[src/rtl/mips_pkg.sv]
// Shared encodings for the multicycle MIPS control unit: FSM states, opcode/funct
// fields, ALU control codes and datapath mux selects.
package mips_pkg;

    typedef enum logic [3:0] {
        StFetch   = 4'd0,
        StDecode  = 4'd1,
        StMemAdr  = 4'd2,
        StMemRd   = 4'd3,
        StMemWb   = 4'd4,
        StMemWr   = 4'd5,
        StExecute = 4'd6,
        StAluWb   = 4'd7,
        StBranch  = 4'd8,
        StAddiEx  = 4'd9,
        StAddiWb  = 4'd10,
        StJump    = 4'd11
    } state_e;

    // ALU operation class handed from the FSM to the ALU decoder.
    typedef enum logic [1:0] {
        AluOpAdd   = 2'b00,
        AluOpSub   = 2'b01,
        AluOpFunct = 2'b10
    } alu_op_e;

    localparam logic [5:0] OpRtype = 6'b000000;
    localparam logic [5:0] OpLw    = 6'b100011;
    localparam logic [5:0] OpSw    = 6'b101011;
    localparam logic [5:0] OpBeq   = 6'b000100;
    localparam logic [5:0] OpBne   = 6'b000101;
    localparam logic [5:0] OpAddi  = 6'b001000;
    localparam logic [5:0] OpJ     = 6'b000010;

    localparam logic [5:0] FunctAdd = 6'b100000;
    localparam logic [5:0] FunctSub = 6'b100010;
    localparam logic [5:0] FunctAnd = 6'b100100;
    localparam logic [5:0] FunctOr  = 6'b100101;
    localparam logic [5:0] FunctSlt = 6'b101010;
    localparam logic [5:0] FunctNor = 6'b100111;

    localparam logic [3:0] AluAnd = 4'b0000;
    localparam logic [3:0] AluOr  = 4'b0001;
    localparam logic [3:0] AluAdd = 4'b0010;
    localparam logic [3:0] AluSub = 4'b0110;
    localparam logic [3:0] AluSlt = 4'b0111;
    localparam logic [3:0] AluNor = 4'b1100;

    localparam logic [1:0] SrcBReg    = 2'b00;
    localparam logic [1:0] SrcBFour   = 2'b01;
    localparam logic [1:0] SrcBImm    = 2'b10;
    localparam logic [1:0] SrcBImmSh2 = 2'b11;

    localparam logic [1:0] PcSrcAlu    = 2'b00;
    localparam logic [1:0] PcSrcAluOut = 2'b01;
    localparam logic [1:0] PcSrcJump   = 2'b10;

    // Opcodes every build supports; bne is added by the top when enabled.
    function automatic logic op_supported(input logic [5:0] op);
        return (op == OpRtype) || (op == OpLw) || (op == OpSw) || (op == OpBeq) ||
               (op == OpAddi) || (op == OpJ);
    endfunction

endpackage

[src/rtl/alu_decoder.sv]
// Combinational ALU control decode: maps the FSM's ALU operation class and the
// R-type funct field to an ALUControl code, and flags unmapped funct values.
module alu_decoder
    import mips_pkg::*;
(
    input  logic [5:0] Funct,
    input  logic [1:0] alu_op,
    output logic [3:0] ALUControl,
    output logic       funct_valid
);

    logic [3:0] funct_ctl;

    always_comb begin
        funct_ctl   = AluAdd;
        funct_valid = 1'b1;
        case (Funct)
            FunctAdd: funct_ctl = AluAdd;
            FunctSub: funct_ctl = AluSub;
            FunctAnd: funct_ctl = AluAnd;
            FunctOr:  funct_ctl = AluOr;
            FunctSlt: funct_ctl = AluSlt;
            FunctNor: funct_ctl = AluNor;
            default:  funct_valid = 1'b0;
        endcase
    end

    always_comb begin
        ALUControl = AluAdd;
        case (alu_op)
            AluOpSub:   ALUControl = AluSub;
            AluOpFunct: ALUControl = funct_ctl;
            default:    ALUControl = AluAdd;
        endcase
    end

endmodule

[src/rtl/mc_control.sv]
// Multicycle MIPS control FSM (Moore outputs plus combinational PCEn/Illegal).
// Define MC_CONTROL_BNE_EN to add bne support through the BRANCH state.
module mc_control
    import mips_pkg::*;
(
    input  logic       clk,
    input  logic       rst_n,
    input  logic [5:0] Op,
    input  logic [5:0] Funct,
    input  logic       Zero,
    output logic       IorD,
    output logic       MemWrite,
    output logic       IRWrite,
    output logic       RegDst,
    output logic       MemtoReg,
    output logic       RegWrite,
    output logic       ALUSrcA,
    output logic [1:0] ALUSrcB,
    output logic [1:0] PCSrc,
    output logic       PCEn,
    output logic [3:0] ALUControl,
    output logic       Illegal
);

    state_e  state_q, state_d;
    alu_op_e alu_op;
    logic    bne_en;
    logic    funct_valid;
    logic    decode_bad;
    logic    is_bne;
    logic    pc_write, branch, in_branch;
    logic    mem_write, ir_write, reg_write;

`ifdef MC_CONTROL_BNE_EN
    assign bne_en = 1'b1;
`else
    assign bne_en = 1'b0;
`endif

    // Op is the IR field, so it stays valid for the whole instruction.
    assign is_bne     = bne_en && (Op == OpBne);
    assign decode_bad = !(op_supported(Op) || is_bne) ||
                        ((Op == OpRtype) && !funct_valid);

    alu_decoder u_alu_decoder (
        .Funct       (Funct),
        .alu_op      (alu_op),
        .ALUControl  (ALUControl),
        .funct_valid (funct_valid)
    );

    always_ff @(posedge clk or negedge rst_n) begin
        if (!rst_n) begin
            state_q <= StFetch;
        end else begin
            state_q <= state_d;
        end
    end

    always_comb begin
        state_d = StFetch;
        case (state_q)
            StFetch:  state_d = StDecode;
            StDecode: begin
                if (decode_bad) begin
                    state_d = StFetch;
                end else begin
                    case (Op)
                        OpLw, OpSw: state_d = StMemAdr;
                        OpRtype:    state_d = StExecute;
                        OpBeq:      state_d = StBranch;
                        OpAddi:     state_d = StAddiEx;
                        OpJ:        state_d = StJump;
                        default:    state_d = is_bne ? StBranch : StFetch;
                    endcase
                end
            end
            StMemAdr:  state_d = (Op == OpSw) ? StMemWr : StMemRd;
            StMemRd:   state_d = StMemWb;
            StExecute: state_d = StAluWb;
            StAddiEx:  state_d = StAddiWb;
            default:   state_d = StFetch;
        endcase
    end

    always_comb begin
        IorD      = 1'b0;
        mem_write = 1'b0;
        ir_write  = 1'b0;
        RegDst    = 1'b0;
        MemtoReg  = 1'b0;
        reg_write = 1'b0;
        ALUSrcA   = 1'b0;
        ALUSrcB   = SrcBReg;
        PCSrc     = PcSrcAlu;
        pc_write  = 1'b0;
        in_branch = 1'b0;
        alu_op    = AluOpAdd;
        case (state_q)
            StFetch: begin
                ir_write = 1'b1;
                ALUSrcB  = SrcBFour;
                pc_write = 1'b1;
            end
            StDecode: ALUSrcB = SrcBImmSh2;
            StMemAdr: begin
                ALUSrcA = 1'b1;
                ALUSrcB = SrcBImm;
            end
            StMemRd: IorD = 1'b1;
            StMemWb: begin
                MemtoReg  = 1'b1;
                reg_write = 1'b1;
            end
            StMemWr: begin
                IorD      = 1'b1;
                mem_write = 1'b1;
            end
            StExecute: begin
                ALUSrcA = 1'b1;
                alu_op  = AluOpFunct;
            end
            StAluWb: begin
                RegDst    = 1'b1;
                reg_write = 1'b1;
            end
            StBranch: begin
                ALUSrcA   = 1'b1;
                alu_op    = AluOpSub;
                PCSrc     = PcSrcAluOut;
                in_branch = 1'b1;
            end
            StAddiEx: begin
                ALUSrcA = 1'b1;
                ALUSrcB = SrcBImm;
            end
            StAddiWb: reg_write = 1'b1;
            StJump: begin
                PCSrc    = PcSrcJump;
                pc_write = 1'b1;
            end
            default: ;
        endcase
    end

    // Write enables and the illegal pulse are held off while reset is asserted.
    assign branch   = in_branch && (is_bne ? !Zero : Zero);
    assign IRWrite  = ir_write && rst_n;
    assign MemWrite = mem_write && rst_n;
    assign RegWrite = reg_write && rst_n;
    assign PCEn     = (pc_write || branch) && rst_n;
    assign Illegal  = (state_q == StDecode) && decode_bad && rst_n;

endmodule

[config.mk]
export PLATFORM = sky130hd
export DESIGN_NAME = mc_control
export DESIGN_NICKNAME = d
export VERILOG_FILES = /design/src/rtl/mips_pkg.sv /design/src/rtl/alu_decoder.sv /design/src/rtl/mc_control.sv
export SDC_FILE = /design/constraint.sdc
export NUM_CORES = 1
export LEC_CHECK = 0
export ABC_AREA = 1
export CAP_MARGIN = 20
export CORE_MARGIN = 10
export CORE_UTILIZATION = 40
export CTS_CLUSTER_SIZE = 8
export DETAILED_ROUTE_END_ITERATION = 12
export PLACE_DENSITY = 0.78
export SLEW_MARGIN = 15
export SYNTH_ARGS = -nofsm -noshare
export SYNTH_HDL_FRONTEND = slang
export SYNTH_HIERARCHICAL = 1
export SYNTH_SLANG_ARGS = --single-unit
[constraint.sdc]
create_clock -name clk -period 5.2 [get_ports clk]
set_input_delay 1.56 -clock clk [delete_from_list [all_inputs] [get_ports clk]]
set_output_delay 1.56 -clock clk [all_outputs]
set_load 0.01 [all_outputs]
==> impl_results.md <==
* Die area at 3690 sq um
* Critical path fanouts, max at 4
* Slew Limit Fails at 0
* RSZ-0062 raised after global routing: no
* FMAX at roughly 200 MHz
* Worst reg2reg setup slack at about 4000 ps
* Leading registers by flop count: state_q x4
* Setup TNS at 0 ps
* WL per Instance at ~11 microns
* Tot GR Track Use at around a tenth
* Sequential share of the synthesized area at 15.1%
* Levels on crit path at 8
* Crit path cell chain: clkdlybuf4s50_1, nand2_1, inv_2, o21ai_0, nand4_1, or2_4, a21oi_2, clkdlybuf4s50_1
* Synth Register Bits at 4
* Mapped Cells at 117
* Dpl cell area at 986 sq um
* CP delay by family, top: buffers and inverters
* DRC at 0
* RD Place Congestion at 0.887
* Netlist cell types at 21
* Worst reg2reg path depth at 5
* Layout Area Growth over Synthesis at 52.1%
* Worst IR Drop VDD at 0.243 mV
* Layout cells sized above 1 at 14.0%
* Vias in the first global route at 745
* # IOs at 32
* Max Cap Viol at 0
* Worst Max-Slew Pin Slew at 288 ps
* Via count at 815
* CTS buffer count at 3
* CP most frequent cell: clkdlybuf4s50_1
* Final ANT Viol Nets at 0
* CTS tree: done
* Period utilization at 96.0%
* # H-tree levels at 1
* CTS root buf: clkbuf_4
* Slowest CP cell: clkdlybuf4s50_1
* Vias/cell at 4.91
* Buf/Inv on CP at 3
* WP data arrival at around 3400 ps
* Initial antenna violation count at 0
* Worst min path class: flop to flop
* Startpoint Class: input pin
* Required @ worst endpoint at 3640 ps
* Clock latency on the worst-skew pair at roughly 240 ps
* CP Class: input pin to primary output
* Syn Nets at about 130
* Post-Route WL at 1860 microns
* Crit path time final at 4990 ps
* Pre-antenna DRT Iters at 4
* Clk slew on worst S/H paths at 40 ps
* Height of the die at roughly 61 microns
* Final setup skew at 6.73 ps
* Worst hold path depth at 3
* Synth warn at 6
* Remaining global-route overflow at 0
* Post-DP HPWL at 1630 microns
* PostCTS Resize Cnt at 0
* Slowest stage delay, CP at 550 ps
* Pwr/cell area at 283 nW/um^2
* Largest net degree at the start of global routing at 8
* IO Port Bufs at 31
* First-pass GRT wire length at 2950 microns
* Final setup fails at 0
* CTS Sinks at 4
* Hold-fix buffers, CTS at 0
* # diodes at 0
* Worst hold margin at 650 ps
* Maximum buffer depth of the clock tree at 2
* Leakage at 0.458 nW
* Max_slew headroom at 80.8%
* CP Capture Type: primary output
* Fin area at 1010 sq um
* Core area at 1540 sq um
* Die width at 60.7 microns
* Mapped Area at about 660 sq um
* Initial DRC Count at 9
* Final-stage net count at 169
* Top reg by flops: state_q
* Post-CTS Setup Bufs at 0
* Final Hold Viols at 0
* Final core utilization at 65.4%
* Post-Syn Area per Cell at 5.67 sq um
* FP Rows at 14
* Max reg flops at 4
* Status: finished clean
* Initial Util at 43.0%
## worst min-delay path: cells and delay by family (launching register included)
family	cells	cell delay, ps
simple gates	3	250
flops	1	360
## stage by stage
| step | std cells | total power (W) | setup WS, ps |
|---|---|---|---|
| after floorplan | 117 | 0.000154 | 1240 |
| after global placement | 163 | 0.000244 | 235 |
| after detailed placement | 163 | 0.000247 | 209 |
| after CTS | 166 | 0.000289 | 194 |
| after global routing | 166 | 0.000313 | 55.5 |
| final | 166 | 0.000285 | 208 |
## path summary, 6_finish.rpt
kind,from,to
max,Funct[0],Illegal
min,state_q[0]$_DFF_PN0_,state_q[0]$_DFF_PN0_
max reg2reg,state_q[1]$_DFF_PN0_,state_q[2]$_DFF_PN0_
min reg2reg,state_q[0]$_DFF_PN0_,state_q[0]$_DFF_PN0_
max in group asynchronous,rst_n,state_q[3]$_DFF_PN0_
min in group asynchronous,rst_n,state_q[0]$_DFF_PN0_
## per-layer routing
metal	track usage [%]	routed length, microns
met1	11.9	823
met2	16.2	848
met3	4.59	186
met4	0.940	0
met5	0	0
## cell type report
| cell class | count | area (sq um) |
|---|---|---|
| clock buffers | 3 | 22.5 |
| fillers | 149 | 533 |
| flip-flops and latches | 4 | 100 |
| inverters | 24 | 90.1 |
| repair buffers | 31 | 310 |
| well taps | 16 | 20.0 |
| multi-input cells | 88 | 465 |
## cells by family (layout without fill, tap and decap cells)
family,Yosys count,count (layout),synth area share [%]
AO/OA/AOI/OAI,14,14,13.4
buffers and inverters,25,58,14.7
flip-flops,4,4,15.1
AND/OR/NAND/NOR,72,72,53.0
adder cells (fa/ha/maj),2,2,3.77
## Yosys cell counts
cell / count / area (sq um)
inv_1: 22 / 82.6
nand2_1: 22 / 82.6
nor2_1: 22 / 82.6
nand3_1: 10 / 50.1
nor2_2: 6 / 37.5
o21ai_0: 6 / 30.0
dfrtp_1: 4 / 100
a21oi_2: 3 / 26.3
nand3_2: 3 / 30.0
a21oi_1: 2 / 10.0
ha_1: 2 / 25.0
inv_2: 2 / 7.51
nand3b_1: 2 / 15.0
nand4_1: 2 / 12.5
nor2_4: 2 / 22.5
nor3_1: 2 / 10.0
buf_4: 1 / 7.51
o21ai_2: 1 / 8.76
o21bai_1: 1 / 7.51
o22ai_1: 1 / 6.26
or2_4: 1 / 8.76
## power by group
group | switching, W | internal [W]
clock | 0.0000140 | 0.0000259
combinational | 0.000103 | 0.0000914
sequential | 0.0000102 | 0.0000409
total | 0.000127 | 0.000158
## cells in the final DEF (no fill, tap or decap), drive strengths merged
cell type / synthesis / final
clkdlybuf4s50: 0 / 31
nor2: 30 / 30
inv: 24 / 24
nand2: 22 / 22
nand3: 13 / 13
o21ai: 7 / 7
a21oi: 5 / 5
dfrtp: 4 / 4
clkbuf: 0 / 3
nand3b: 2 / 2
nor3: 2 / 2
nand4: 2 / 2
ha: 2 / 2
or2: 1 / 1
o21bai: 1 / 1
o22ai: 1 / 1
(Power assumes the default switching activity.)
